==> src/rtl/divider_8b_4b.sv <==
// Sequential restoring divider: 2N-bit dividend by N-bit divisor, one quotient
// bit per clock, start/busy/done handshake. Divide-by-zero completes at once.
module divider_8b_4b #(
  parameter int unsigned N = 4
) (
  input  logic           clk,
  input  logic           rst_n,
  input  logic           start,
  input  logic [2*N-1:0] x,
  input  logic [N-1:0]   y,
  output logic           busy,
  output logic           done,
  output logic [2*N-1:0] q,
  output logic [N-1:0]   r,
  output logic           dbz
);

  localparam int unsigned CntW = $clog2(2 * N + 1);
  localparam logic [CntW-1:0] CntInit = CntW'(2 * N);
  localparam logic [CntW-1:0] CntLast = CntW'(1);

  typedef enum logic [0:0] {StIdle, StRun} state_e;

  state_e         state_q, state_d;
  // Dividend bits leave at the MSB while quotient bits enter at the LSB.
  logic [2*N-1:0] shift_q, shift_d;
  logic [N-1:0]   divisor_q, divisor_d;
  logic [N:0]     rem_q, rem_d;
  logic [CntW-1:0] count_q, count_d;
  logic           done_q, done_d;
  logic           dbz_q, dbz_d;
  logic [2*N-1:0] q_q, q_d;
  logic [N-1:0]   r_q, r_d;

  logic [N+1:0]   rem_wide;
  logic [N+1:0]   diff;

  // Next-state logic: accept, step the restoring loop, and publish results.
  always_comb begin
    state_d   = state_q;
    shift_d   = shift_q;
    divisor_d = divisor_q;
    rem_d     = rem_q;
    count_d   = count_q;
    done_d    = 1'b0;
    dbz_d     = dbz_q;
    q_d       = q_q;
    r_d       = r_q;

    rem_wide = {rem_q, shift_q[2*N-1]};
    // Extra sign bit makes the trial subtraction overflow-free.
    diff     = rem_wide - {2'b00, divisor_q};

    unique case (state_q)
      StIdle: begin
        if (start) begin
          if (y != '0) begin
            shift_d   = x;
            divisor_d = y;
            rem_d     = '0;
            count_d   = CntInit;
            state_d   = StRun;
          end else begin
            q_d    = '1;
            r_d    = '0;
            dbz_d  = 1'b1;
            done_d = 1'b1;
          end
        end
      end
      StRun: begin
        if (!diff[N+1]) begin
          rem_d   = diff[N:0];
          shift_d = {shift_q[2*N-2:0], 1'b1};
        end else begin
          rem_d   = rem_wide[N:0];
          shift_d = {shift_q[2*N-2:0], 1'b0};
        end
        count_d = count_q - 1'b1;
        if (count_q == CntLast) begin
          state_d = StIdle;
          q_d     = shift_d;
          r_d     = rem_d[N-1:0];
          dbz_d   = 1'b0;
          done_d  = 1'b1;
        end
      end
      default: state_d = StIdle;
    endcase
  end

  // State and datapath registers; reset aborts any division in flight.
  always_ff @(posedge clk or negedge rst_n) begin
    if (!rst_n) begin
      state_q   <= StIdle;
      shift_q   <= '0;
      divisor_q <= '0;
      rem_q     <= '0;
      count_q   <= '0;
      done_q    <= 1'b0;
      dbz_q     <= 1'b0;
      q_q       <= '0;
      r_q       <= '0;
    end else begin
      state_q   <= state_d;
      shift_q   <= shift_d;
      divisor_q <= divisor_d;
      rem_q     <= rem_d;
      count_q   <= count_d;
      done_q    <= done_d;
      dbz_q     <= dbz_d;
      q_q       <= q_d;
      r_q       <= r_d;
    end
  end

  assign busy = (state_q == StRun);
  assign done = done_q;
  assign dbz  = dbz_q;
  assign q    = q_q;
  assign r    = r_q;

endmodule

==> config.mk <==
export PLATFORM = sky130hd
export DESIGN_NAME = divider_8b_4b
export DESIGN_NICKNAME = d
export VERILOG_FILES = /design/src/rtl/divider_8b_4b.sv
export SDC_FILE = /design/constraint.sdc
export NUM_CORES = 1
export LEC_CHECK = 0
export CAP_MARGIN = 30
export CELL_PAD_IN_SITES_DETAIL_PLACEMENT = 1
export CELL_PAD_IN_SITES_GLOBAL_PLACEMENT = 2
export CORE_ASPECT_RATIO = 2
export CORE_UTILIZATION = 35
export CTS_CLUSTER_SIZE = 8
export DETAILED_ROUTE_END_ITERATION = 10
export MAX_ROUTING_LAYER = met4
export PLACE_DENSITY_LB_ADDON = 0.25
export SLEW_MARGIN = 10
export SYNTH_ARGS = -nofsm -noshare
export SYNTH_HDL_FRONTEND = slang
export SYNTH_SLANG_ARGS = --single-unit
==> constraint.sdc <==
create_clock -name clk -period 3.95 [get_ports clk]
set_input_delay 0.79 -clock clk [delete_from_list [all_inputs] [get_ports clk]]
set_output_delay 0.79 -clock clk [all_outputs]
set_load 0.02 [all_outputs]
==> impl_metrics.sql, run 1 <==
INSERT INTO impl_metrics (metric_group, metric, value, unit) VALUES
('global_route', 'grt-busiest-layer', 'met2', ''),
('synth', 'post_synth_instance_area', '1750', 'sq um'),
('sta', 'final_number_of_setup_violating_endpoints', '0', ''),
('detailed_routing', 'initialDrtViolationCount', '17', ''),
('clock_network', 'cts-root-buf', 'clkbuf_8', ''),
('global_route', 'grt_antenna_before_repair', '0', ''),
('run_status', 'run_status', 'finished clean', ''),
('synth', 'post_synth.cell_area_avg', '10.2', 'sq um'),
('global_route', 'met1_capacity_usage_during_global_routing', '0.196', ''),
('power', 'finalPower', '2.20', 'mW'),
('setup_path', 'crit_fanout', '22', ''),
('sta', 'final.setup.worst_slack', '1.25', 'ns'),
('sta', 'worst_slew_pin_slew', '0.904', 'ns'),
('clock_network', 'post_cts_hold_buffer_count', '0', ''),
('global_route', 'global_route.usage.met3', '0.0313', ''),
('sta', 'sum_of_negative_setup_slack', '0', 'ns'),
('setup_path', 'crit_chain', 'clkdlybuf4s50_1 > or4_1 > a21oi_2 > nand2_1 > o21ai_0 > a311o_2', ''),
('clock_network', 'reg_clk_slew_reported_paths', '0.07', 'ns'),
('sta', 'timing_max_transition_violations_final', '0', ''),
('clock_network', 'clkLatencyLatePin', '0.29', 'ns'),
('synth', 'yosys_register_bits', '36', ''),
('global_route', 'overflow', '0', ''),
('floorplanning', 'fp.dieArea', '5310', 'sq um'),
('synth', 'synth_edf_count', '0', ''),
('placement', 'place.detailed.hpwl', '3.32', 'mm'),
('layout', 'stdcell_count', '262', ''),
('placement', 'dpl_worst_slack', '0.925', 'ns'),
('clock_network', 'h-tree-depth', '2', ''),
('synth', 'syn-instance-count', '172', ''),
('clock_network', 'post_cts_buffers', '0', ''),
('clock_network', 'cts_tree', 'built', ''),
('detailed_routing', 'vias', '1389', ''),
('synth', 'yosys.cell_types.count', '37', ''),
('synth', 'synth_top_area_frac', '0.514', ''),
('setup_path', 'startpoint_type', 'primary input', ''),
('sta', 'maxSlewHeadroom', '0.397', ''),
('layout', 'flow.area_growth_from_synthesis', '26.3', '%'),
('floorplanning', 'initial_cell_density_of_the_core', '0.364', ''),
('synth', 'ys_async_sr_fraction', '1.00', ''),
('detailed_routing', 'detail_route.first_pass.iterations', '4', ''),
('global_route', 'groute.usage.overall', '0.196', ''),
('detailed_routing', 'drc', '0', ''),
('clock_network', 'clk_path_buf_depth', '2', ''),
('setup_path', 'cp_slowest_stage_delay', '0.72', 'ns'),
('sta', 'worst_clock_skew', '0.00849', 'ns'),
('layout', 'layout-drive-gt1-share', '0.0976', ''),
('floorplanning', 'die_h', '102', 'um'),
('synth', 'yosysSeqAreaShare', '0.514', ''),
('setup_path', 'endpoint_kind', 'flop', ''),
('detailed_routing', 'wl_per_cell', '16.8', 'um'),
('synth', 'most_instantiated_library_cell_after_synthesis', 'dfrtp_1', ''),
('floorplanning', 'placement_rows', '36', ''),
('layout', 'final_nets', '226', ''),
('global_route', 'first_global_vias', '1499', ''),
('setup_path', 'critPathSlowestCell', 'a21oi_2', ''),
('job', 'cap_violations', '0', ''),
('placement', 'place.port_buffers', '29', ''),
('detailed_routing', 'avgViaCountPerCell', '5.30', ''),
('clock_network', 'tritoncts_num_sinks', '36', ''),
('global_route', 'grt_max_degree', '37', ''),
('floorplanning', 'i_o_pins', '30', ''),
('detailed_routing', 'ant_nets', '0', ''),
('synth', 'synth-main-ff-cell', 'dfrtp_1', ''),
('placement', 'place_congestion', '0.743', ''),
('clock_network', 'cts_buffers', '5', ''),
('power', 'max-vdd-ir-drop', '0.425', 'mV'),
('layout', 'design_area', '2210', 'sq um'),
('power', 'power.density_cell_area', '992', 'nW/um^2'),
('synth', 'post_synth_main_area_contributors', 'dfrtp_1, mux2i_1, nand2_1', ''),
('synth', 'synth-warning-count', '0', ''),
('clock_network', 'post_cts_resized', '0', '');
registers in the layout (all words and copies together) (netlist names):
name,flops
busy,1
count_q,4
dbz,1
divisor_q,4
done,1
q,8
r,4
rem_q,5
shift_q,8
path summary, 6_finish.rpt:
check,from,to,slack (ns),depth (start not counted)
min in group asynchronous,rst_n,q[5],0.91,2
setup / recovery,y[1],rem_q[4],1.25,6
setup reg to reg,divisor_q[1],rem_q[4],1.80,7
max in group asynchronous,rst_n,count_q[3],2.69,2
hold / removal,count_q[3],count_q[3],0.49,1
hold reg to reg,count_q[3],count_q[3],0.49,1
critical path, delay by kind of cell:
family	cells	cell delay, ns
buffers and inverters	1	0.44
AOI/OAI and AO/OA	3	0.98
and+or+nand+nor	2	0.71
report_power, final:
group | switching, mW | internal (mW) | total (mW)
clock | 0.133 | 0.187 | 0.320
combinational | 0.640 | 0.535 | 1.17
sequential | 0.136 | 0.564 | 0.700
total | 0.909 | 1.29 | 2.20
kinds of logic after synthesis:
| logic type | Yosys count | synth area share |
|---|---|---|
| AOI/OAI and AO/OA | 41 | 0.163 |
| xor gates and xnor gates | 2 | 0.00999 |
| adders and majority gates | 7 | 0.0542 |
| buffers and inverters | 16 | 0.0371 |
| DFF | 36 | 0.514 |
| muxes | 12 | 0.0728 |
| and+or+nand+nor | 58 | 0.148 |
metrics by stage:
| step | utilization | hold slack, ns |
|---|---|---|
| global placement | 0.436 | 0.459 |
| CTS | 0.459 | 0.499 |
| finish | 0.459 | 0.490 |
| detailed placement | 0.436 | 0.488 |
| global route | 0.459 | 0.514 |
| floorplan | - | 0.446 |
per-layer routing:
metal / vias up / wire length [um]
met1: 708 / 1650
met3: 4 / 69
met5: - / 0
li1: 662 / -
met2: 15 / 2620
met4: 0 / 53
cells in the final DEF (no fill, tap or decap), types with 2 or more instances in the layout:
cell type,instances
inv_1,10
a21o_2,2
o21ai_0,14
nor2_1,19
a21oi_1,8
nor4b_1,2
nor4_1,2
nand3_1,2
clkdlybuf4s50_1,29
buf_4,2
mux2_2,2
nor3_1,7
xor2_1,2
nand2_1,22
mux2i_1,9
ha_1,6
dfrtp_1,36
o21ai_1,2
nor2b_1,2
a31oi_1,2
a22o_1,2
clkbuf_8,5
cell type report:
class	instances	area (sq um)
Sequential cell	36	901
Multi-Input combinational cell	120	787
Inverter	10	37.5
Fill cell	551	2610
Timing Repair Buffer	31	305
Clock buffer	5	68.8
Clock inverter	3	42.5
Tap cell	57	71.3
Power figures use the tool's default switching activity.
==> inputs of run 2 (changes only) <==
--- a/config.mk
+++ b/config.mk
@@ -9,7 +9,7 @@
 export CELL_PAD_IN_SITES_DETAIL_PLACEMENT = 1
 export CELL_PAD_IN_SITES_GLOBAL_PLACEMENT = 2
 export CORE_ASPECT_RATIO = 2
-export CORE_UTILIZATION = 35
+export CORE_UTILIZATION = 33
 export CTS_CLUSTER_SIZE = 8
 export DETAILED_ROUTE_END_ITERATION = 10
 export MAX_ROUTING_LAYER = met4
==> constraint.sdc (replaced) <==
create_clock -name clk -period 2.52 [get_ports clk]
set_input_delay 0.504 -clock clk [delete_from_list [all_inputs] [get_ports clk]]
set_output_delay 0.504 -clock clk [all_outputs]
set_load 0.02 [all_outputs]
==> run 2 against run 1 <==
Compared with the run above:
- largest cell class unchanged
- register-to-register slack lost 1.4 ns
- combinational power grew 58%
- via count grew 3.1%
- critical endpoint unchanged
- final cell count grew 2.3%
- die area grew 5.9%
- core utilization shrank 1.9 points
==> impl_metrics.sql, run 2 (same netlist as run 1, synthesis figures left out) <==
INSERT INTO impl_metrics (metric_group, metric, value, unit) VALUES
('run_status', 'run_status', 'finished clean', ''),
('placement', 'dpl_worst_slack', '0.199', 'ns'),
('sta', 'maxSlewHeadroom', '0.694', ''),
('clock_network', 'tritoncts_num_sinks', '36', ''),
('layout', 'n_antenna_cell', '0', ''),
('clock_network', 'clkLatencyLatePin', '0.28', 'ns'),
('sta', 'worst_slew_pin_slew', '0.459', 'ns'),
('global_route', 'grt_max_degree', '37', ''),
('placement', 'place.detailed.hpwl', '3.40', 'mm'),
('clock_network', 'cts-root-buf', 'clkbuf_8', ''),
('layout', 'most_frequent_cells_in_the_layout', 'dfrtp_1, clkdlybuf4s50_1, nand2_1', ''),
('detailed_routing', 'wl_per_cell', '16.6', 'um'),
('power', 'max-vdd-ir-drop', '0.719', 'mV'),
('layout', 'stdcell_count', '268', ''),
('floorplanning', 'fp.dieArea', '5620', 'sq um'),
('sta', 'report.final.hold_viol_count', '0', ''),
('detailed_routing', 'initialDrtViolationCount', '8', ''),
('layout', 'filler_cell_count', '587', ''),
('clock_network', 'clk_path_buf_depth', '2', ''),
('sta', 'finalCriticalPeriod', '2.11', 'ns'),
('floorplanning', 'die_width', '53.5', 'um'),
('power', 'finalPower', '3.46', 'mW'),
('setup_path', 'critPathKind', 'reg2reg', ''),
('setup_path', 'endpoint_kind', 'flop', ''),
('floorplanning', 'initial_cell_density_of_the_core', '0.341', ''),
('setup_path', 'startpoint_type', 'flop', ''),
('setup_path', 'worst_r2r_endpoint', 'rem_q[4]', ''),
('floorplanning', 'die_h', '105', 'um'),
('placement', 'placed_cells_incl_taps', '260', ''),
('setup_path', 'endpoint', 'rem_q[4]', ''),
('clock_network', 'post_cts_resized', '0', ''),
('global_route', 'grt_antenna_before_repair', '0', ''),
('global_route', 'grt_pass1_wl', '7.51', 'mm'),
('min_path', 'min_path_type', 'reg2reg', ''),
('detailed_routing', 'detail_route.first_pass.iterations', '4', ''),
('sta', 'timing_max_transition_violations_final', '0', ''),
('floorplanning', 'fp.coreArea', '5140', 'sq um'),
('layout', 'flow.area_growth_from_synthesis', '29.0', '%'),
('clock_network', 'cts_tree', 'built', ''),
('detailed_routing', 'vias', '1432', ''),
('clock_network', 'reg_clk_slew_reported_paths', '0.07', 'ns'),
('sta', 'rsz0062_at_grt', 'no', ''),
('sta', 'fin_worst_hold_slack', '0.513', 'ns'),
('detailed_routing', 'drc', '0', ''),
('setup_path', 'critical_path_arrival', '2.27', 'ns'),
('power', 'power.density_cell_area', '1530', 'nW/um^2'),
('placement', 'place.port_buffers', '29', ''),
('sta', 'final_number_of_setup_violating_endpoints', '0', ''),
('sta', 'worst_clock_skew', '0.00365', 'ns'),
('detailed_routing', 'avgViaCountPerCell', '5.34', ''),
('floorplanning', 'i_o_pins', '30', ''),
('sta', 'min_period_over_period', '0.837', ''),
('placement', 'standard_cell_area_after_detailed_placement', '2150', 'sq um'),
('global_route', 'first_global_vias', '1579', ''),
('detailed_routing', 'ant_nets', '0', ''),
('layout', 'final_nets', '231', ''),
('placement', 'place_congestion', '0.777', ''),
('setup_path', 'worstSetupStartpoint', 'divisor_q[1]', ''),
('clock_network', 'cts_buffers', '5', ''),
('layout', 'layout-drive-gt1-share', '0.114', ''),
('setup_path', 'ff2ff_setup_slack', '0.41', 'ns'),
('setup_path', 'crit_fanout', '7', ''),
('job', 'cap_violations', '0', ''),
('sta', 'max_freq', '0.474', 'GHz'),
('detailed_routing', 'wirelength', '4.45', 'mm'),
('setup_path', 'required', '2.69', 'ns'),
('clock_network', 'h-tree-depth', '2', ''),
('clock_network', 'post_cts_buffers', '0', ''),
('layout', 'final_core_util', '0.440', ''),
('sta', 'sum_of_negative_setup_slack', '0', 'ns'),
('global_route', 'groute.usage.overall', '0.190', ''),
('layout', 'design_area', '2260', 'sq um'),
('setup_path', 'critical_path.reg2reg.startpoint', 'divisor_q[1]', ''),
('power', 'power.leakage', '1.01', 'nW'),
('layout', 'mostFrequentLayoutCell', 'dfrtp_1', ''),
('sta', 'final.setup.worst_slack', '0.411', 'ns'),
('setup_path', 'number_of_cells_traversed_by_the_worst_register_to_register_path', '7', ''),
('global_route', 'overflow', '0', ''),
('floorplanning', 'placement_rows', '37', ''),
('clock_network', 'post_cts_hold_buffer_count', '0', '');
## run 2: per-layer routing
| layer | GRT usage | part of all wire |
|---|---|---|
| met4 | 0.0902 | 0.036 |
| met1 | 0.203 | 0.37 |
| met5 | - | 0 |
| met3 | 0.0262 | 0.017 |
| met2 | 0.326 | 0.57 |
## run 2: final cells by class
| class | count | area (sq um) | share of cell area |
|---|---|---|---|
| Multi-Input combinational cell | 120 | 787 | 0.348 |
| Clock inverter | 2 | 35.0 | 0.0155 |
| Timing Repair Buffer | 36 | 355 | 0.157 |
| Inverter | 10 | 37.5 | 0.0166 |
| Sequential cell | 36 | 901 | 0.398 |
| Clock buffer | 6 | 72.6 | 0.0321 |
| Tap cell | 58 | 72.6 | 0.0321 |
## run 2: worst min-delay path by stage
stage,startpoint,end,slack [ns],cells past startpoint
after floorplan,rst_n,busy,0.21,0
after global placement,count_q[3],count_q[3],0.46,1
after detailed placement,r[1],r[1],0.50,1
after CTS,shift_q[5],shift_q[5],0.52,2
after global routing,count_q[3],count_q[3],0.54,1
final,shift_q[5],shift_q[5],0.51,2
## run 2: worst max-delay path, cell delays in order, from the launching register on
cell	delay, ns
dfrtp_1	0.37
inv_1	0.13
ha_1	0.24
nor2b_1	0.15
o31a_1	0.30
o2111ai_4	0.35
nor4b_1	0.10
a311o_2	0.36
## run 2: report_power, final
part,internal [mW],switching (mW)
logic,0.868,0.981
registers,0.885,0.219
clock network,0.294,0.209
